## src/rtl/clk_gen_pkg.sv

```systemverilog
// Shared types and helpers for the clock-divider bank.
// Latency: n/a (declarations only).
// Backpressure: n/a.
package clk_gen_pkg;

  localparam int DIVW_DEF = 16;
  localparam int DIV_MIN  = 2;

  // Config slot state: a single request may be outstanding at a time.
  typedef enum logic {
    CFG_IDLE    = 1'b0,
    CFG_PENDING = 1'b1
  } cfg_state_e;

  // Divisors below DIV_MIN cannot produce a two-phase clock; force them up.
  function automatic logic [31:0] clamp_div(input logic [31:0] d);
    return (d < 32'(DIV_MIN)) ? 32'(DIV_MIN) : d;
  endfunction

  // Bits needed to hold a counter that saturates at 'cycles'.
  function automatic int lock_cnt_w(input int cycles);
    return $clog2(cycles + 1);
  endfunction

endpackage

```

## src/rtl/clk_div_chan.sv

```systemverilog
// One divider channel: counter, ~50% duty registered clock, wrap strobe, divisor load.
// Latency: clk_out_o registered from next count; tick_o combinational from count; load takes effect at wrap.
// Backpressure: ld_i is held by the owner until ld_done_o (wrap, or immediately when disabled).
// Ports: clk_i/areset_i clock+reset, en_i run enable, ld_i/ld_div_i load request,
//        clk_out_o divided clock, tick_o wrap strobe, ld_done_o one-cycle load acknowledge.
module clk_div_chan
  import clk_gen_pkg::*;
#(
  parameter int DIVW        = DIVW_DEF,
  parameter int DEFAULT_DIV = 2
) (
  input  logic            clk_i,
  input  logic            areset_i,
  input  logic            en_i,
  input  logic            ld_i,
  input  logic [DIVW-1:0] ld_div_i,
  output logic            clk_out_o,
  output logic            tick_o,
  output logic            ld_done_o
);

  localparam logic [DIVW-1:0] ONE = DIVW'(1);

  logic [DIVW-1:0] cnt_q, cnt_d;
  logic [DIVW-1:0] div_q, div_d;
  logic [DIVW-1:0] half_d;
  logic            clk_q, clk_d;
  logic            run_q;
  logic            wrap;
  logic [DIVW-1:0] ld_div_clamped;

  assign ld_div_clamped = DIVW'(clamp_div(32'(ld_div_i)));

  // run_q marks that the previous cycle was enabled; the first enabled cycle
  // only restarts the count so the first high phase is full length.
  assign wrap = run_q && (cnt_q == div_q - ONE);

  always_comb begin
    cnt_d     = cnt_q;
    div_d     = div_q;
    ld_done_o = 1'b0;
    if (!en_i) begin
      cnt_d = '0;
      if (ld_i) begin
        div_d     = ld_div_clamped;
        ld_done_o = 1'b1;
      end
    end else if (!run_q) begin
      cnt_d = '0;
    end else if (wrap) begin
      // Switching only at a wrap keeps both old and new phases whole.
      cnt_d = '0;
      if (ld_i) begin
        div_d     = ld_div_clamped;
        ld_done_o = 1'b1;
      end
    end else begin
      cnt_d = cnt_q + ONE;
    end
    // High for ceil(div/2) counts, low for the rest.
    half_d = (div_d >> 1) + {{(DIVW-1){1'b0}}, div_d[0]};
    clk_d  = en_i && (cnt_d < half_d);
  end

  always_ff @(posedge clk_i or posedge areset_i) begin
    if (areset_i) begin
      cnt_q <= '0;
      div_q <= DIVW'(DEFAULT_DIV);
      clk_q <= 1'b0;
      run_q <= 1'b0;
    end else begin
      cnt_q <= cnt_d;
      div_q <= div_d;
      clk_q <= clk_d;
      run_q <= en_i;
    end
  end

  assign clk_out_o = clk_q;
  assign tick_o    = en_i && wrap;

endmodule

```

## src/rtl/clk_div_bank.sv

```systemverilog
// Multi-channel programmable clock-divider bank with single-slot config and lock indicator.
// Latency: config applied at the target channel's next wrap (next cycle if disabled); locked LOCK_CYCLES after.
// Backpressure: cfg_ready low while a config is pending; out-of-range channel requests are accepted and dropped.
// Ports: clk/areset, cfg_valid/cfg_ready/cfg_ch/cfg_div config handshake, ch_en per-channel enable,
//        clk_out divided clocks, tick wrap strobes, locked all-channels-stable flag.
module clk_div_bank
  import clk_gen_pkg::*;
#(
  parameter int NCH         = 4,
  parameter int DIVW        = DIVW_DEF,
  parameter int DEFAULT_DIV = 2,
  parameter int LOCK_CYCLES = 64
) (
  input  logic                 clk,
  input  logic                 areset,
  input  logic                 cfg_valid,
  output logic                 cfg_ready,
  input  logic [$clog2(NCH):0] cfg_ch,
  input  logic [DIVW-1:0]      cfg_div,
  input  logic [NCH-1:0]       ch_en,
  output logic [NCH-1:0]       clk_out,
  output logic [NCH-1:0]       tick,
  output logic                 locked
);

  localparam int              CHW      = $clog2(NCH) + 1;
  localparam int              LCW      = lock_cnt_w(LOCK_CYCLES);
  localparam logic [LCW-1:0]  LOCK_MAX = LCW'(LOCK_CYCLES);
  localparam logic [CHW-1:0]  NCH_C    = CHW'(NCH);

  cfg_state_e      state_q;
  logic [CHW-1:0]  pend_ch_q;
  logic [DIVW-1:0] pend_div_q;
  logic [LCW-1:0]  lock_cnt_q;
  logic [LCW-1:0]  lock_inc;
  logic            locked_q;
  logic            ch_ok;
  logic [NCH-1:0]  ld;
  logic [NCH-1:0]  ld_done;

  assign ch_ok    = cfg_ch < NCH_C;
  assign lock_inc = (lock_cnt_q == LOCK_MAX) ? lock_cnt_q : lock_cnt_q + LCW'(1);

  always_ff @(posedge clk or posedge areset) begin
    if (areset) begin
      state_q    <= CFG_IDLE;
      pend_ch_q  <= '0;
      pend_div_q <= '0;
      lock_cnt_q <= '0;
      locked_q   <= 1'b0;
    end else begin
      case (state_q)
        CFG_IDLE: begin
          if (cfg_valid && ch_ok) begin
            pend_ch_q  <= cfg_ch;
            pend_div_q <= cfg_div;
            state_q    <= CFG_PENDING;
            lock_cnt_q <= '0;
            locked_q   <= 1'b0;
          end else begin
            // Out-of-range requests complete here without touching the lock.
            lock_cnt_q <= lock_inc;
            locked_q   <= (lock_inc == LOCK_MAX);
          end
        end
        CFG_PENDING: begin
          lock_cnt_q <= '0;
          locked_q   <= 1'b0;
          if (|ld_done) state_q <= CFG_IDLE;
        end
        default: state_q <= CFG_IDLE;
      endcase
    end
  end

  assign cfg_ready = (state_q == CFG_IDLE);
  assign locked    = locked_q;

  for (genvar i = 0; i < NCH; i++) begin : g_chan
    assign ld[i] = (state_q == CFG_PENDING) && (pend_ch_q == CHW'(i));

    clk_div_chan #(
      .DIVW        (DIVW),
      .DEFAULT_DIV (DEFAULT_DIV)
    ) u_chan (
      .clk_i     (clk),
      .areset_i  (areset),
      .en_i      (ch_en[i]),
      .ld_i      (ld[i]),
      .ld_div_i  (pend_div_q),
      .clk_out_o (clk_out[i]),
      .tick_o    (tick[i]),
      .ld_done_o (ld_done[i])
    );
  end

endmodule

```

## config.mk

```make
export PLATFORM = sky130hd
export DESIGN_NAME = clk_div_bank
export DESIGN_NICKNAME = d
export VERILOG_FILES = /design/src/rtl/clk_gen_pkg.sv /design/src/rtl/clk_div_chan.sv /design/src/rtl/clk_div_bank.sv
export SDC_FILE = /design/constraint.sdc
export NUM_CORES = 1
export LEC_CHECK = 0
export ABC_AREA = 0
export BUFFER_PORTS_ARGS = -buffer_cell sky130_fd_sc_hd__buf_2
export CAP_MARGIN = 5
export CORE_MARGIN = 2
export CORE_UTILIZATION = 62
export CTS_CLUSTER_DIAMETER = 30
export CTS_CLUSTER_SIZE = 16
export DETAILED_ROUTE_END_ITERATION = 10
export GPL_ROUTABILITY_DRIVEN = 0
export PLACE_DENSITY = 0.75
export SYNTH_ARGS = -nofsm -noshare
export SYNTH_HDL_FRONTEND = slang
export SYNTH_SLANG_ARGS = --single-unit
```

## constraint.sdc

```tcl
create_clock -name clk -period 12.26 [get_ports clk]
set_input_delay 0.613 -clock clk [delete_from_list [all_inputs] [get_ports clk]]
set_output_delay 0.613 -clock clk [all_outputs]
set_load 0.005 [all_outputs]
```

## Yosys cells after proc, flatten, opt, wreduce, memory -nomap -nowiden

Index checks and enable logic that the tools add are counted.

- Register bits after elaboration: 164
- Logic and storage cells: 123
- Memories: 0
- Bits in latches: 0
- RAM bits: 0
- Bits in read-only memories: 0
- Output and inout port bits: 10

- Reduce and logical (&&, ||, !) cells: 20
- $add $sub $neg: 13
- Divide/modulo/power cells: 0
- Muxes and demuxes: 53
- Shift-type cells: 0
- Eq/ne operators: 9
- Multipliers: 0
- Bitwise logic cells: 1
- Magnitude comparators: 6

Operators by type and width:

| operator | number |
|---|---|
| $mux 16 | 29 |
| $add 15x1->16 | 4 |
| $add 16x1->16 const B | 4 |
| $eq 16x16->1 | 4 |
| $lt 16x16->1 | 4 |
| $sub 16x1->16 const B | 4 |
| $mux 1 | 19 |
| $logic_and 1x1->1 | 17 |
| $lt 16x2->1 const B | 1 |
| $eq 7x7->1 const B | 2 |
| $mux 7 | 2 |
| $pmux 7 s2 | 1 |
| $add 7x1->7 const B | 1 |
| $eq 3x2->1 const B | 2 |
| $pmux 1 s2 | 2 |
| $reduce_or 4->1 | 1 |
| $eq 3x1->1 const B | 1 |
| $logic_not 3->1 | 1 |
| $lt 3x3->1 const B | 1 |
| $reduce_and 2->1 | 1 |
| $not 1->1 | 1 |

## Depth between registers and ports, before layout

Gate-level depths: netlist of run 1.

- Depth in word-level cells: 9
- Gate-level depth with buffers: 31
- Mapped depth without buffers: 28

## Cells and area by module

From an unflattened synthesis of run 1, not the netlist that was laid out.

- Cell total of the unflattened synthesis: 1484
- Area, all modules: 13242.7 µm²

By module, submodules not included:

| module | cells each | times used | sequential area each (µm²) | area an instance (µm²) |
|---|---|---|---|---|
| clk_div_chan (g_chan[0].u_chan ...) | 353 | 3 | 852.1 | 2977.9 |
| clk_div_chan (g_chan[1].u_chan) | 332 | 1 | 852.1 | 3081.7 |
| clk_div_bank | 93 | 1 | 700.7 | 1227.4 |

## Worst setup path after synthesis of run 1

No wires, ideal clock.

- Path type: flip-flop to flip-flop
- Start point: register g_chan[3].u_chan.div_q[0]
- End point: register g_chan[3].u_chan.clk_q
- Library setup time: 0.082 ns
- Stages on the path, launching flop included: 30
- Arrival time: 5.440 ns
- Buffers on the path: 2
- Setup slack: 6.738 ns
- Cell sequence: dfrtp_1 > inv_1 > ha_1 > or3b_2 > nor4_4 > mux2_1 > mux2i_1 > a2bb2oi_1 > o41ai_2 > nand4_4 > buf_6 > clkbuf_1 > nor2_1 > a21oi_1 > ha_1 > nand2_1 > nor2_1 > nand3_1 > mux2i_1 > xnor2_1 > ha_1 > a21o_1 > a21o_1 > a21o_1 > a21o_1 > a21oi_1 > nor2b_1 > o21ai_0 > nand4b_1 > a31oi_1

- Longest elaborated chain between the ends: 9

RTL lines:

| element | RTL line | source |
|---|---|---|
| start: declaration | clk_div_chan.sv:25 | `logic [DIVW-1:0] div_q, div_d;` |
| start signal: assignment | clk_div_chan.sv:68 | `div_q <= DIVW'(DEFAULT_DIV);` |
| start signal: assignment | clk_div_chan.sv:73 | `div_q <= div_d;` |
| $sub 16x1->16 | clk_div_chan.sv:36 | `assign wrap = run_q && (cnt_q == div_q - ONE);` |
| $eq 16x16->1 | clk_div_chan.sv:36 |  |
| $logic_and 1x1->1 | clk_div_chan.sv:36 |  |
| $mux 16 | clk_div_chan.sv:50 | `end else if (wrap) begin` |
| $mux 16 | clk_div_chan.sv:48 | `end else if (!run_q) begin` |
| $mux 16 | clk_div_chan.sv:42 | `if (!en_i) begin` |
| named net g_chan[3].u_chan.div_d[1] | clk_div_chan.sv:25 |  |
| $add 15x1->16 | clk_div_chan.sv:61 | `half_d = (div_d >> 1) + {{(DIVW-1){1'b0}}, div_d[0]};` |
| $lt 16x16->1 | clk_div_chan.sv:62 | `clk_d = en_i && (cnt_d < half_d);` |
| $logic_and 1x1->1 | clk_div_chan.sv:62 |  |
| named net g_chan[3].u_chan.clk_d | clk_div_chan.sv:27 | `logic clk_q, clk_d;` |
| end signal: assignment | clk_div_chan.sv:74 | `clk_q <= clk_d;` |
| end: declaration | clk_div_chan.sv:27 |  |

The timed path passes the listed nets, and every way through them passes these cells.
A chain may end at the register's enable or synchronous reset.

## Worst setup path after layout of run 1

- Start point: register g_chan[3].u_chan.div_q[7]
- End point: register g_chan[3].u_chan.clk_q

Same word-level chain as after synthesis.

==> results of run 1 <==
[power by group]
| part | switching, µW | total [µW] | internal, µW | leakage [µW] |
|---|---|---|---|---|
| Clock | 239 | 532 | 293 | 0.000284 |
| Sequential | 361 | 1050 | 685 | 0.00210 |
| Combinational | 647 | 1220 | 573 | 0.00350 |
[sequential cells by signal (all words and copies together) (netlist names)]
name                     count
locked                       1
g_chan.u_chan.run_q          4
pend_ch_q                    3
g_chan.u_chan.cnt_q         64
pend_div_q                  16
g_chan.u_chan.div_q         64
g_chan.u_chan.clk_out_o      4
lock_cnt_q                   7
state_q                      1
[critical path: stages (launching register included)]
cell                       delay [ps]
sky130_fd_sc_hd__dfrtp_1          520
sky130_fd_sc_hd__or4_4            630
sky130_fd_sc_hd__nor3_1           320
sky130_fd_sc_hd__nand3_1          120
sky130_fd_sc_hd__o21ai_0          170
sky130_fd_sc_hd__a31oi_1          150
sky130_fd_sc_hd__o41ai_2          540
sky130_fd_sc_hd__nand4_4          610
sky130_fd_sc_hd__a21oi_1          460
sky130_fd_sc_hd__ha_1             370
sky130_fd_sc_hd__ha_1             460
sky130_fd_sc_hd__nand2_1          170
sky130_fd_sc_hd__nor2_1           150
sky130_fd_sc_hd__nand2_1           70
sky130_fd_sc_hd__mux2i_1          170
sky130_fd_sc_hd__xnor2_1          160
sky130_fd_sc_hd__ha_1             280
sky130_fd_sc_hd__a21o_1           170
sky130_fd_sc_hd__a21o_1           170
sky130_fd_sc_hd__a21o_1           170
sky130_fd_sc_hd__a21oi_1          140
sky130_fd_sc_hd__nor2b_1           70
sky130_fd_sc_hd__o21ai_0          140
sky130_fd_sc_hd__nand4b_1         100
sky130_fd_sc_hd__a31oi_1          160
[placed cells by master (no fill, tap or decap), types with 5 or more instances in the layout]
master / n
sky130_fd_sc_hd__a31oi_1: 14
sky130_fd_sc_hd__mux2_1: 8
sky130_fd_sc_hd__and3_1: 36
sky130_fd_sc_hd__and2_1: 11
sky130_fd_sc_hd__o21ai_0: 38
sky130_fd_sc_hd__nand2_1: 89
sky130_fd_sc_hd__nor4_1: 18
sky130_fd_sc_hd__nand3_1: 87
sky130_fd_sc_hd__or4_4: 5
sky130_fd_sc_hd__inv_1: 41
sky130_fd_sc_hd__nand2b_1: 7
sky130_fd_sc_hd__nand3b_1: 11
sky130_fd_sc_hd__a21oi_1: 38
sky130_fd_sc_hd__nand4_1: 42
sky130_fd_sc_hd__xnor2_1: 122
sky130_fd_sc_hd__ha_1: 78
sky130_fd_sc_hd__dfrtp_1: 160
sky130_fd_sc_hd__or2_2: 5
sky130_fd_sc_hd__nor2b_1: 22
sky130_fd_sc_hd__nor2_1: 159
sky130_fd_sc_hd__o211ai_1: 9
sky130_fd_sc_hd__nand4b_1: 6
sky130_fd_sc_hd__mux2_2: 43
sky130_fd_sc_hd__buf_4: 7
sky130_fd_sc_hd__a21o_1: 12
sky130_fd_sc_hd__buf_2: 35
sky130_fd_sc_hd__or3_1: 8
sky130_fd_sc_hd__xor2_1: 75
sky130_fd_sc_hd__clkinv_4: 5
sky130_fd_sc_hd__mux2_4: 26
sky130_fd_sc_hd__nor3_1: 22
sky130_fd_sc_hd__o21ai_1: 8
sky130_fd_sc_hd__clkbuf_16: 17
sky130_fd_sc_hd__mux2i_1: 35
[area by class of cell]
| type | instances | area (µm²) |
|---|---|---|
| sequential | 164 | 4110 |
| multi-input combinational | 1111 | 8090 |
| tap | 270 | 338 |
| fill | 1654 | 6730 |
| inverter | 42 | 163 |
| timing repair buffer | 42 | 228 |
| clock buffer | 19 | 453 |
| clock inverter | 13 | 123 |
[metal layers]
layer,global-route usage (%),vias up
met1,41.4,5015
met2,48.0,323
met4,11.5,0
met3,4.97,83
met5,0,-
li1,-,4892
[final timing paths]
check,from,depth (start not counted),slack (ps),to
max in group asynchronous,areset,3,10420,g_chan[1].u_chan.div_q[0]$_DFF_PP0_
min in group asynchronous,areset,2,350,g_chan[3].u_chan.cnt_q[4]$_DFF_PP0_
worst min-delay path,ch_en[0],1,330,g_chan[0].u_chan.run_q$_DFF_PP0_
worst max register to register,g_chan[3].u_chan.div_q[7]$_DFF_PP0_,24,5690,g_chan[3].u_chan.clk_out_o$_DFF_PP0_
worst max-delay path,g_chan[3].u_chan.div_q[7]$_DFF_PP0_,24,5690,g_chan[3].u_chan.clk_out_o$_DFF_PP0_
worst min register to register,g_chan[0].u_chan.div_q[1]$_DFF_PP1_,2,530,g_chan[0].u_chan.div_q[1]$_DFF_PP1_
[logic make-up after synthesis]
logic type	count (synthesis)	share of synthesized area, %
flops	164	32.2
simple gates	559	23.1
fa+ha+maj	78	7.64
compound gates	164	8.52
xor+xnor	197	13.5
buf+inv	123	4.55
mux	113	10.5
[per-stage QoR]
stage               util [%]  area [µm²]
finish                  66.7       13500
global route            66.7       13500
CTS                     66.7       13500
detailed placement      63.9       12900
global placement        63.9       12900
floorplan                  -       12800
==> results.sh, run 1 <==
export IMPL_timing_final_crit_period_ps=6570
export IMPL_ios=36
export IMPL_setup_repair_after_global_routing_missed_its_margin="no"
export IMPL_finish_net_count=1482
export IMPL_criticalPathCategory="register to register"
export IMPL_cts_htree_levels=4
export IMPL_met3_routed_length_mm=1.54
export IMPL_worst_setup_path_end_kind="register"
export IMPL_area_delta_synth_final_pct=5.74
export IMPL_synth_cells=1398
export IMPL_antenna_cells_inserted=0
export IMPL_holdWs_ps=333
export IMPL_grt_max_degree=98
export IMPL_viasPerCell=6.21
export IMPL_synthTopCellsByArea="sky130_fd_sc_hd__dfrtp_1 (31%), sky130_fd_sc_hd__xnor2_1 (8.4%), sky130_fd_sc_hd__ha_1 (7.6%)"
export IMPL_mappedNetlistNets=1502
export IMPL_place_hpwl_mm=23.5
export IMPL_clk_root_buffer_cell="sky130_fd_sc_hd__clkbuf_16"
export IMPL_syn_area_per_cell_um2=9.13
export IMPL_post_synthesis_cell_area_um2=12800
export IMPL_max_cap_viols=0
export IMPL_slew_viol_final=0
export IMPL_fp_coreArea_um2=20200
export IMPL_cts_made_buffers=17
export IMPL_routedWlPerCell_um=19.3
export IMPL_std_cell_rows=52
export IMPL_synth_top_cells_by_count="sky130_fd_sc_hd__dfrtp_1 (160), sky130_fd_sc_hd__nor2_1 (160), sky130_fd_sc_hd__xnor2_1 (122)"
export IMPL_grt_total_usage_pct=30.1
export IMPL_fmax_ghz=0.152
export IMPL_wl_met1_mm=14.6
export IMPL_worst_path_arrival_ps=6920
export IMPL_fin_crit_sh_pct=53.6
export IMPL_p_leak_uw=0.00588
export IMPL_drive_above_1_share_pct=12.9
export IMPL_maximum_ir_drop_on_the_vdd_rail_uv=118
export IMPL_post_route_clock_skew_ps=11.4
export IMPL_fin_setup_tns_ps=0
export IMPL_final_hold_violation_count=0
export IMPL_netlist_top_cell_by_area="sky130_fd_sc_hd__dfrtp_1"
export IMPL_yosysWarnings=0
export IMPL_detailedRoute_firstPassIterationCount=5
export IMPL_holdCritPathClass="primary input to register"
export IMPL_grt_first_pass_wirelength_mm=52.1
export IMPL_crit_fanout=36
export IMPL_antenna_found_initial=0
export IMPL_worstPathRequired_ps=12610
export IMPL_dieWidth_um=148
export IMPL_setup_viol=0
export IMPL_postCtsHoldBufs=0
export IMPL_drc=0
export IMPL_place_detailed_instances=1629
export IMPL_aggregate_global_routing_overflow=0
export IMPL_setup_ws_ps=5690
export IMPL_ant_nets=0
export IMPL_synth_edf_count=0
export IMPL_ys_types=82
export IMPL_buffer_ports_inserted=35
export IMPL_design_power_total_uw=2800
export IMPL_synth_seq_cells=164
export IMPL_setup_worst_path_start_class="register"
export IMPL_post_synth_top_area_fraction_pct=31.4
export IMPL_clock_network_latency_to_the_later_pin_of_the_worst_skew_pair_ps=440
export IMPL_via_count=10313
export IMPL_tightest_slew_ps=946
export IMPL_synth_async_reset_ratio_pct=100
export IMPL_detail_route_met2_wl_mm=14.7
export IMPL_post_cts_resize_count=0
export IMPL_finish_cell_count_without_fillers=1661
export IMPL_worst_max_slew_margin_expressed_relative_to_the_limit_pct=36.9
export IMPL_tritoncts="built"
export IMPL_post_cts_repair_setup_buffers=0
export IMPL_power_per_cell_area_nw_per_um2=207
export IMPL_initial_core_util_pct=63.1
export IMPL_yosysSeqAreaShare_pct=32.2
export IMPL_placement_setup_worst_slack_ps=5860
export IMPL_die_h_um=148
export IMPL_outcome="finished clean"
export IMPL_ctsLongestPathBuffers=2
export IMPL_grt_pass1_vias=10092
export IMPL_ys_flop_type="sky130_fd_sc_hd__dfrtp_1"
export IMPL_cts_reportedPaths_clkPinSlew_ps=70
export IMPL_design_die_area_um2=21800
export IMPL_clkSinkCount=164
export IMPL_maxUsedRoutingLayer="met4"
export IMPL_wirelength_mm=32.0
export IMPL_initial_drt_markers=747
Note: power is estimated with default switching activity, not from simulation.
==> run 2, diff against run 1 <==
==> constraint.sdc (replaced) <==
create_clock -name clk -period 6.8 [get_ports clk]
set_input_delay 0.34 -clock clk [delete_from_list [all_inputs] [get_ports clk]]
set_output_delay 0.34 -clock clk [all_outputs]
set_load 0.005 [all_outputs]
==> results.sh, run 2 (same netlist as run 1, synthesis figures left out) <==
export IMPL_crit_chain="or4_4 > nor3_1 > nand3_1 > o21ai_0 > a31oi_1 > o41ai_2 > nand4_4 > a21oi_1 > ha_1 > ha_1 > nand2_1 > nor2_1 > nand2_1 > mux2i_1 > xnor2_1 > ha_1 > a21o_1 > a21o_1 > a21o_1 > a21oi_1 > nor2b_1 > o21ai_0 > nand4b_1 > a31oi_1"
export IMPL_placed_area_um2=12900
export IMPL_crit_path_start="g_chan[3].u_chan.div_q[7]$_DFF_PP0_"
export IMPL_power_switching_share_pct=43.8
export IMPL_wirelength_mm=32.0
export IMPL_setup_viol=0
export IMPL_multiInputGateArea_um2=8090
export IMPL_stdcell_area_um2=13500
export IMPL_worst_path_arrival_ps=6580
export IMPL_cts_reportedPaths_clkPinSlew_ps=70
export IMPL_number_of_cells_on_the_critical_path=24
export IMPL_area_delta_synth_final_pct=5.81
export IMPL_timing_final_crit_period_ps=6240
export IMPL_antenna_cells_inserted=0
export IMPL_design_die_area_um2=21800
export IMPL_r2r_start="g_chan[3].u_chan.div_q[7]$_DFF_PP0_"
export IMPL_post_cts_repair_setup_buffers=0
export IMPL_worst_setup_endpoint="g_chan[3].u_chan.clk_out_o$_DFF_PP0_"
export IMPL_place_hpwl_mm=23.4
export IMPL_p_leak_uw=0.00587
export IMPL_initial_drt_markers=854
export IMPL_grt_pass1_vias=10152
export IMPL_final_common_cell="sky130_fd_sc_hd__dfrtp_1"
export IMPL_detailedRoute_firstPassIterationCount=6
export IMPL_drive_above_1_share_pct=12.5
export IMPL_fillerInstances=1645
export IMPL_rr_worst_depth=24
export IMPL_cts_htree_levels=4
export IMPL_via_count=10303
export IMPL_power_net_switching_uw=2230
export IMPL_cts_made_buffers=17
export IMPL_largest_registers="g_chan.u_chan.cnt_q: 64 flops, g_chan.u_chan.div_q: 64 flops, pend_div_q: 16 flops"
export IMPL_worst_max_slew_margin_expressed_relative_to_the_limit_pct=21.9
export IMPL_criticalPathCategory="register to register"
export IMPL_final_hold_violation_count=0
export IMPL_layout_common_cells="sky130_fd_sc_hd__dfrtp_1 (160), sky130_fd_sc_hd__nor2_1 (159), sky130_fd_sc_hd__xnor2_1 (122), sky130_fd_sc_hd__nand2_1 (89), sky130_fd_sc_hd__nand3_1 (87)"
export IMPL_die_h_um=148
export IMPL_internal_power_uw=2860
export IMPL_std_cell_rows=52
export IMPL_aggregate_global_routing_overflow=0
export IMPL_buffer_ports_inserted=35
export IMPL_setup_repair_after_global_routing_missed_its_margin="no"
export IMPL_power_per_cell_area_nw_per_um2=377
export IMPL_ios=36
export IMPL_initial_core_util_pct=63.1
export IMPL_dieWidth_um=148
export IMPL_finish_net_count=1481
export IMPL_ant_nets=0
export IMPL_slew_viol_final=0
export IMPL_post_cts_resize_count=0
export IMPL_antenna_found_initial=0
export IMPL_max_cap_viols=0
export IMPL_post_route_clock_skew_ps=11.6
export IMPL_drc=0
export IMPL_ctsLongestPathBuffers=2
export IMPL_worstPathRequired_ps=7140
export IMPL_grt_max_degree=91
export IMPL_clk_root_buffer_cell="sky130_fd_sc_hd__clkbuf_16"
export IMPL_seq_power_share_pct=37.4
export IMPL_fmax_ghz=0.160
export IMPL_grt_first_pass_wirelength_mm=52.5
export IMPL_routedWlPerCell_um=19.3
export IMPL_viasPerCell=6.21
export IMPL_reg2reg_slack_ps=560
export IMPL_tritoncts="built"
export IMPL_setup_worst_path_start_class="register"
export IMPL_maximum_ir_drop_on_the_vdd_rail_uv=194
export IMPL_clock_power_share_pct=19.5
export IMPL_holdCritPathClass="primary input to asynchronous set/reset pin"
export IMPL_cpMaxStageDelayCell="sky130_fd_sc_hd__or4_4"
export IMPL_fp_coreArea_um2=20200
export IMPL_clkSinkCount=164
export IMPL_worst_setup_path_end_kind="register"
export IMPL_cp_buffers_inverters=0
export IMPL_power_combinational_fraction_pct=43.1
export IMPL_tightest_slew_ps=1170
export IMPL_outcome="finished clean"
export IMPL_grt_total_usage_pct=30.3
export IMPL_fin_setup_tns_ps=0
export IMPL_clock_network_latency_to_the_later_pin_of_the_worst_skew_pair_ps=440
export IMPL_worst_path_largest_cell_delay_ps=630
export IMPL_area_sequential_um2=4110
export IMPL_r2r_end="g_chan[3].u_chan.clk_out_o$_DFF_PP0_"
export IMPL_postCtsHoldBufs=0
export IMPL_crit_fanout=12
export IMPL_top_family_by_delay_on_critical_path="compound AO/OA/AOI/OAI gates"
export IMPL_fin_crit_sh_pct=91.7
run 2: cell types whose count changed in the layout (fill, tap and decap cells not counted), sizes merged:
cell | before | now
clkinv | 8 | 0
clkinvlp | 1 | 5
clkbuf | 19 | 22
inv | 45 | 42
bufinv | 1 | 3
buf | 42 | 41
run 2: worst min-delay path by stage:
stage                                         from                                to  slack [ps]  cells after the start
after global placement    pend_ch_q[2]$_DFFE_PP0P_          pend_ch_q[2]$_DFFE_PP0P_         510                      1
after CTS                                 ch_en[1]  g_chan[1].u_chan.run_q$_DFF_PP0_          60                      1
after floorplan                           ch_en[0]  g_chan[0].u_chan.run_q$_DFF_PP0_         370                      0
after global routing                      ch_en[1]  g_chan[1].u_chan.run_q$_DFF_PP0_          60                      1
final                                       areset           lock_cnt_q[4]$_DFF_PP0_          50                      2
after detailed placement                  ch_en[1]  g_chan[1].u_chan.run_q$_DFF_PP0_         510                      1
run 2: per-stage QoR:
step           util [%]  instances  power, µW  setup slack [ps]  hold WS (ps)
2_1_floorplan         -       1398       3450              1280           371
3_3_place_gp       63.9       1628       3960               735           506
3_5_place_dp       63.9       1628       4030               689           512
4_1_cts            66.8       1658       5040               642          62.2
5_1_grt            66.8       1658       5400               149          64.6
6_report           66.8       1658       5090               562          52.6
run 2: per-layer routing:
metal	wire [µm]	global-route usage, %	up-vias
met1	14600	42.7	4977
li1	-	-	4900
met3	1750	4.10	72
met4	933	11.2	0
met2	14700	48.0	354
met5	0	0	-
run 2: worst register-to-register path, stage by stage (launching register included):
cell,delay (ps)
sky130_fd_sc_hd__dfrtp_1,530
sky130_fd_sc_hd__or4_4,630
sky130_fd_sc_hd__nor3_1,290
sky130_fd_sc_hd__nand3_1,120
sky130_fd_sc_hd__o21ai_0,180
sky130_fd_sc_hd__a31oi_1,160
sky130_fd_sc_hd__o41ai_2,610
sky130_fd_sc_hd__nand4_4,240
sky130_fd_sc_hd__a21oi_1,270
sky130_fd_sc_hd__ha_1,390
sky130_fd_sc_hd__ha_1,490
sky130_fd_sc_hd__nand2_1,170
sky130_fd_sc_hd__nor2_1,170
sky130_fd_sc_hd__nand2_1,70
sky130_fd_sc_hd__mux2i_1,200
sky130_fd_sc_hd__xnor2_1,160
sky130_fd_sc_hd__ha_1,270
sky130_fd_sc_hd__a21o_1,160
sky130_fd_sc_hd__a21o_1,170
sky130_fd_sc_hd__a21o_1,170
sky130_fd_sc_hd__a21oi_1,140
sky130_fd_sc_hd__nor2b_1,50
sky130_fd_sc_hd__o21ai_0,180
sky130_fd_sc_hd__nand4b_1,120
sky130_fd_sc_hd__a31oi_1,190
run 2: power groups by stage:
stage | Clock, µW | Sequential (µW) | Combinational [µW]
after floorplan | 0 | 1460 | 1990
after global placement | 0 | 1870 | 2090
after detailed placement | 0 | 1890 | 2150
after CTS | 999 | 1870 | 2170
after global routing | 1040 | 1940 | 2420
final | 992 | 1900 | 2200
run 2: area by class of cell:
| type | instances | share of cell area [%] |
|---|---|---|
| multi-input cells | 1111 | 59.9 |
| flip-flops and latches | 164 | 30.4 |
| clock buffers | 22 | 3.44 |
| well taps | 270 | 2.50 |
| repair buffers | 41 | 1.63 |
| inverters | 42 | 1.20 |
| clock inverters | 8 | 0.945 |
